==> config.mk <==
export PLATFORM = sky130hd
export DESIGN_NAME = mc_control_fsm
export DESIGN_NICKNAME = d
export VERILOG_FILES = /design/src/rtl/mc_control_fsm_pkg.sv /design/src/rtl/mc_wait_timer.sv /design/src/rtl/mc_control_fsm.sv
export SDC_FILE = /design/constraint.sdc
export NUM_CORES = 1
export LEC_CHECK = 0
export CORE_ASPECT_RATIO = 1.25
export CORE_MARGIN = 10
export CORE_UTILIZATION = 42
export CTS_BUF_LIST = sky130_fd_sc_hd__clkbuf_16
export CTS_CLUSTER_DIAMETER = 200
export CTS_CLUSTER_SIZE = 14
export DETAILED_ROUTE_END_ITERATION = 6
export PLACE_DENSITY_LB_ADDON = 0.3
export SLEW_MARGIN = 5
export SYNTH_ARGS = -nofsm -noshare
export SYNTH_HDL_FRONTEND = slang
export SYNTH_SLANG_ARGS = --single-unit
==> constraint.sdc <==
create_clock -name Clk -period 2.25 [get_ports Clk]
set_input_delay 0.225 -clock Clk [delete_from_list [all_inputs] [get_ports Clk]]
set_output_delay 0.225 -clock Clk [all_outputs]
set_load 0.01 [all_outputs]
==> src/rtl/mc_control_fsm_pkg.sv <==
// mc_defs: shared opcodes, ALU codes, state encoding and control-word type for the multicycle controller.
package mc_defs;

    localparam logic [5:0] OP_R    = 6'b100000;
    localparam logic [5:0] OP_LI   = 6'b111000;
    localparam logic [5:0] OP_LUI  = 6'b111001;
    localparam logic [5:0] OP_ADDI = 6'b110000;
    localparam logic [5:0] OP_ANDI = 6'b110010;
    localparam logic [5:0] OP_ORI  = 6'b110011;
    localparam logic [5:0] OP_B    = 6'b111111;
    localparam logic [5:0] OP_BEQ  = 6'b000000;
    localparam logic [5:0] OP_BNE  = 6'b000001;
    localparam logic [5:0] OP_LB   = 6'b000011;
    localparam logic [5:0] OP_LW   = 6'b001111;
    localparam logic [5:0] OP_SB   = 6'b000111;
    localparam logic [5:0] OP_SW   = 6'b011111;

    localparam logic [3:0] ALU_ADD = 4'b0000;
    localparam logic [3:0] ALU_SUB = 4'b0001;
    localparam logic [3:0] ALU_AND = 4'b0010;
    localparam logic [3:0] ALU_OR  = 4'b0011;

    localparam logic [3:0] S_IDLE = 4'd0;
    localparam logic [3:0] S_IF   = 4'd1;
    localparam logic [3:0] S_DEC  = 4'd2;
    localparam logic [3:0] S_EXR  = 4'd3;
    localparam logic [3:0] S_EXI  = 4'd4;
    localparam logic [3:0] S_BR   = 4'd5;
    localparam logic [3:0] S_ADR  = 4'd6;
    localparam logic [3:0] S_MRD  = 4'd7;
    localparam logic [3:0] S_MWR  = 4'd8;
    localparam logic [3:0] S_WB   = 4'd9;
    localparam logic [3:0] S_ERR  = 4'd10;

    typedef struct packed {
        logic       pc_sel;
        logic       pc_lden;
        logic       ir_lden;
        logic       mdr_lden;
        logic       rf_wren;
        logic       rf_b_sel;
        logic       rf_wrdata_sel;
        logic       alu_bin_sel;
        logic [3:0] alu_func;
        logic       mem_req;
        logic       mem_wren;
        logic       mem_instrsel;
        logic       byteop;
        logic       err;
    } ctrl_t;

    function automatic logic is_wait_state(input logic [3:0] s);
        return s == S_IF || s == S_MRD || s == S_MWR;
    endfunction

    function automatic logic is_store(input logic [5:0] op);
        return op == OP_SB || op == OP_SW;
    endfunction

    function automatic logic [3:0] dec_next(input logic [5:0] op);
        return (op == OP_R) ? S_EXR :
               (op == OP_LI || op == OP_LUI || op == OP_ADDI || op == OP_ANDI || op == OP_ORI) ? S_EXI :
               (op == OP_B || op == OP_BEQ || op == OP_BNE) ? S_BR :
               (op == OP_LB || op == OP_LW || is_store(op)) ? S_ADR : S_ERR;
    endfunction

endpackage

==> src/rtl/mc_wait_timer.sv <==
// mc_wait_timer: counts memory wait cycles and flags the cycle whose increment would reach MAX.
module mc_wait_timer #(
    parameter int MAX = 15
) (
    input  logic Clk,
    input  logic Reset,
    input  logic clear,
    input  logic enable,
    output logic expired
);

    localparam int W = $clog2(MAX + 1);

    logic [W-1:0] cnt_q;

    assign expired = enable && cnt_q == W'(MAX - 1);

    always_ff @(posedge Clk or posedge Reset) begin
        if (Reset)
            cnt_q <= '0;
        else if (clear)
            cnt_q <= '0;
        else if (enable)
            cnt_q <= cnt_q + 1'b1;
    end

endmodule

==> src/rtl/mc_control_fsm.sv <==
// mc_control_fsm: multicycle CPU control FSM with memory-wait timeout and sticky error state.
module mc_control_fsm
    import mc_defs::*;
#(
    parameter int MEM_WAIT_MAX = 15
) (
    input  logic       Clk,
    input  logic       Reset,
    input  logic [5:0] Opcode,
    input  logic [5:0] Func,
    input  logic       Zero,
    input  logic       Mem_Ack,
    output logic       PC_sel,
    output logic       PC_LdEn,
    output logic       IR_LdEn,
    output logic       MDR_LdEn,
    output logic       RF_WrEn,
    output logic       RF_B_sel,
    output logic       RF_WrData_sel,
    output logic       ALU_Bin_sel,
    output logic [3:0] ALU_func,
    output logic       Mem_Req,
    output logic       Mem_WrEn,
    output logic       Mem_InstrSel,
    output logic       ByteOp,
    output logic       Err
);

    logic [3:0] state_q, state_d;
    logic       ld_q;
    logic       expired;
    logic       wait_en, wait_clr;
    logic       unused_func;
    ctrl_t      c;

    assign unused_func = ^Func[5:4];
    assign wait_en     = is_wait_state(state_q) && !Mem_Ack;
    assign wait_clr    = is_wait_state(state_d) && state_d != state_q;

    mc_wait_timer #(.MAX(MEM_WAIT_MAX)) u_timer (
        .Clk     (Clk),
        .Reset   (Reset),
        .clear   (wait_clr),
        .enable  (wait_en),
        .expired (expired)
    );

    always_comb begin
        state_d = state_q;
        case (state_q)
            S_IDLE:       state_d = S_IF;
            S_IF:         state_d = Mem_Ack ? S_DEC : expired ? S_ERR : S_IF;
            S_DEC:        state_d = dec_next(Opcode);
            S_EXR, S_EXI: state_d = S_WB;
            S_BR, S_WB:   state_d = S_IF;
            S_ADR:        state_d = is_store(Opcode) ? S_MWR : S_MRD;
            S_MRD:        state_d = Mem_Ack ? S_WB : expired ? S_ERR : S_MRD;
            S_MWR:        state_d = Mem_Ack ? S_IF : expired ? S_ERR : S_MWR;
            default:      state_d = S_ERR;
        endcase
    end

    // Only IR/MDR loads and the store-completion PC load look at Mem_Ack; all else is pure Moore.
    always_comb begin
        c = '0;
        case (state_q)
            S_IF: begin
                c.mem_req      = 1'b1;
                c.mem_instrsel = 1'b1;
                c.ir_lden      = Mem_Ack;
            end
            S_EXR: c.alu_func = Func[3:0];
            S_EXI: begin
                c.alu_bin_sel = 1'b1;
                c.alu_func    = (Opcode == OP_ANDI) ? ALU_AND : (Opcode == OP_ORI) ? ALU_OR : ALU_ADD;
            end
            S_BR: begin
                c.rf_b_sel = 1'b1;
                c.alu_func = ALU_SUB;
                c.pc_lden  = 1'b1;
                c.pc_sel   = Opcode == OP_B || (Opcode == OP_BEQ && Zero) || (Opcode == OP_BNE && !Zero);
            end
            S_ADR: begin
                c.alu_bin_sel = 1'b1;
                c.alu_func    = ALU_ADD;
                c.rf_b_sel    = is_store(Opcode);
            end
            S_MRD: begin
                c.mem_req  = 1'b1;
                c.byteop   = Opcode == OP_LB;
                c.mdr_lden = Mem_Ack;
            end
            S_MWR: begin
                c.mem_req  = 1'b1;
                c.mem_wren = 1'b1;
                c.rf_b_sel = 1'b1;
                c.byteop   = Opcode == OP_SB;
                c.pc_lden  = Mem_Ack;
            end
            S_WB: begin
                c.rf_wren       = 1'b1;
                c.rf_wrdata_sel = ld_q;
                c.pc_lden       = 1'b1;
            end
            S_ERR: c.err = 1'b1;
            default: c = '0;
        endcase
    end

    assign PC_sel        = c.pc_sel;
    assign PC_LdEn       = c.pc_lden;
    assign IR_LdEn       = c.ir_lden;
    assign MDR_LdEn      = c.mdr_lden;
    assign RF_WrEn       = c.rf_wren;
    assign RF_B_sel      = c.rf_b_sel;
    assign RF_WrData_sel = c.rf_wrdata_sel;
    assign ALU_Bin_sel   = c.alu_bin_sel;
    assign ALU_func      = c.alu_func;
    assign Mem_Req       = c.mem_req;
    assign Mem_WrEn      = c.mem_wren;
    assign Mem_InstrSel  = c.mem_instrsel;
    assign ByteOp        = c.byteop;
    assign Err           = c.err;

    // MRD always exits straight to WB, so a one-cycle history bit identifies load write-back.
    always_ff @(posedge Clk or posedge Reset) begin
        if (Reset) begin
            state_q <= S_IDLE;
            ld_q    <= 1'b0;
        end else begin
            state_q <= state_d;
            ld_q    <= state_q == S_MRD;
        end
    end

endmodule

==> metrics.txt <==
Sw Share 40.64%; clk_lat worst skew 0.24 ns; Worst Path Arrival 1.96 ns; DRT Wirelength 3600 microns; NetSw 0.6860 mW; GR Util All Layers 13.24%; drt pass-1 iters 4; clock network fraction of design power 18.8%; Post-Place Cells 231; final hold slack 0.2527 ns; DR DRC count 0; Synth area leader dfrtp_1; CTS clk-pin slew, worst paths 0.04 ns; Final Util 70.05%; largest net degree at the start of global routing 11; antenna diode count 0; Post-Syn Area 0.001089 sq mm; nets@finish 222; first-pass GRT wire length 5582 microns; Cells after Synth 152; critical path type register to output port; grt ovf 0; initial antenna violation count 0; Die ar. 0.005041 sq mm; hold buffers post-CTS 0; post-synthesis register bit count 9; async set or reset register ratio after synthesis 100.0%; Crit. End Element output port; H-tree depth 1; dpl hpwl 2771 microns; input/output buffers 30; top-count cell post-synth nand2_1; slew of the pin with the lowest slew margin 0.6769 ns; share of cells above drive strength 1 26.60%; synthesis-to-layout area growth 57.82%; Starting Density 44.39%; fin cells 236; antenna-violating nets left 0; vias per std cell 5.530; clk buf depth 2; final hold violations 0; Area contributors post-synth dfrtp_1, a21oi_1, nand2_1, nor2_1, o21ai_0; pwr dens 982.6 mW/mm^2; setup TNS 0 ns; Synth top cells by count nand2_1, a21oi_1, nor2_1; status finished, final reports clean; Syn Area/Cell 7.161 sq um; Critical-path top delay cell clkdlybuf4s50_1; setup violators final 0; FP Rows 20; Sink Count 9; Pint 1.002 mW; WL per Instance 15.25 microns; Buf/Inv on CP 2; syn_nets 170; Die H 76.92 microns; VDD IR max 704.2 uV; Synth Warn # 0; Req. time, crit path 2.03 ns; DR vias 1305; dominant synthesized flop cell dfrtp_1; Seq pwr share 15.6%; Synth top area share 20.69%; combinational power share 65.6%; num ports 33; max_cap viols 0; clock period minus worst slack 2.182 ns; clk root buf clkbuf_16; Final Max Tran Viols 0; Final Cycle Share 96.99%; leakage power 0.8037 nW; sequential share of the synthesized area 20.69%; Final Skew 0.0005271 ns; Slew HR 54.46%; Core ar. 0.002452 sq mm; initial DRC count 54; EDFF count, synth 0; crit-path leading delay family buffers and inverters; CTS tree done; Crit Path Max Fanout 10; count of cell types in the netlist 45; Fmax 458.2 MHz; crit path cell chain buf_4 -> xnor2_1 -> or3_1 -> nand2_1 -> clkdlybuf4s50_1; Die X 65.54 microns; vias in the first global route 1248; Num CTS Buffers 3; Worst Setup Start Kind register; pre-CTS setup slack -0.2276 ns; GP Congestion 0.8889; slowest cell delay on critical path 0.53 ns; Min-Delay Path Class primary input to asynchronous set/reset pin; setup ws final 0.06776 ns
routing by layer:
metal / share of wire, % / up-vias / track usage, %
li1: - / 652 / -
met1: 39 / 608 / 12.04
met2: 53 / 38 / 25.44
met3: 6.7 / 7 / 4.360
met4: 1.4 / 0 / 5.150
met5: 0 / - / 0
layout by cell type (no fill, tap or decap), types with 2 or more instances in the layout:
cell / n
dfrtp_1: 8
dlymetal6s2s_1: 2
a21oi_1: 12
and2_1: 3
nand2_1: 16
ha_1: 2
buf_4: 28
clkdlybuf4s50_1: 22
or3_4: 3
and3_1: 3
nor4_1: 3
nand3_1: 3
or3_1: 5
clkbuf_16: 3
nor2_1: 13
o21ai_0: 8
o22ai_1: 2
o21ai_2: 2
inv_1: 11
dlygate4sd2_1: 6
a31oi_1: 2
xnor2_1: 2
nor3_1: 5
a21oi_2: 2
nor2b_1: 4
mux2_4: 2
xor2_1: 3
state kept, by name, summed over array words and instances (netlist names):
name / flops
state_q: 4
u_timer.cnt_q: 4
ld_q: 1
power groups by stage:
| stage | clock [mW] | combinational (mW) | sequential (mW) |
|---|---|---|---|
| global placement | 0 | 0.996 | 0.256 |
| global route | 0.327 | 1.20 | 0.270 |
| detailed placement | 0 | 1.01 | 0.261 |
| finish | 0.317 | 1.11 | 0.263 |
| CTS | 0.319 | 1.02 | 0.260 |
| floorplan | 0 | 0.658 | 0.229 |
worst paths after layout:
| path | from | to | slack, ns | cells past startpoint |
|---|---|---|---|---|
| worst max-delay path | state_q[3] | Mem_Req | 0.07 | 5 |
| worst min-delay path | Reset | u_timer.cnt_q[2] | 0.25 | 2 |
| worst max register to register | state_q[0] | u_timer.cnt_q[1] | 0.07 | 6 |
| worst min register to register | u_timer.cnt_q[0] | u_timer.cnt_q[0] | 0.63 | 2 |
| max in group asynchronous | Reset | state_q[0] | 1.72 | 2 |
| min in group Clk | u_timer.cnt_q[0] | u_timer.cnt_q[0] | 0.63 | 2 |
per-stage QoR:
step                      total power, mW  cell area [sq um]
after floorplan                    0.8869               1089
after global placement              1.252               1568
after detailed placement            1.274               1568
after CTS                           1.600               1650
after global routing                1.802               1718
final                               1.688               1718
cell type report:
class                   count  area [sq um]
clock inverters             1         5.005
inverters                  11         41.29
well taps                  33         41.29
fillers                   224         734.5
flip-flops and latches      9         226.5
multi-input cells         120         809.5
clock buffers               3         75.07
repair buffers             59         519.2
logic make-up after synthesis:
family                     Yosys count  synth area share, %
AOI/OAI and AO/OA                   43                26.55
xor gates and xnor gates             5                4.024
adders and majority gates            2                2.298
muxes                                2                2.759
and+or+nand+nor                     68                33.22
buffers and inverters               23                10.46
DFF                                  9                20.69
repair_timing:
action / 4_1_cts / 5_1_grt
pin swaps: 0 / 3
endpoints found under the setup margin: 6 / 9
resized for setup: 9 / 14
buffers inserted: 0 / 1
Power figures use the tool's default switching activity.
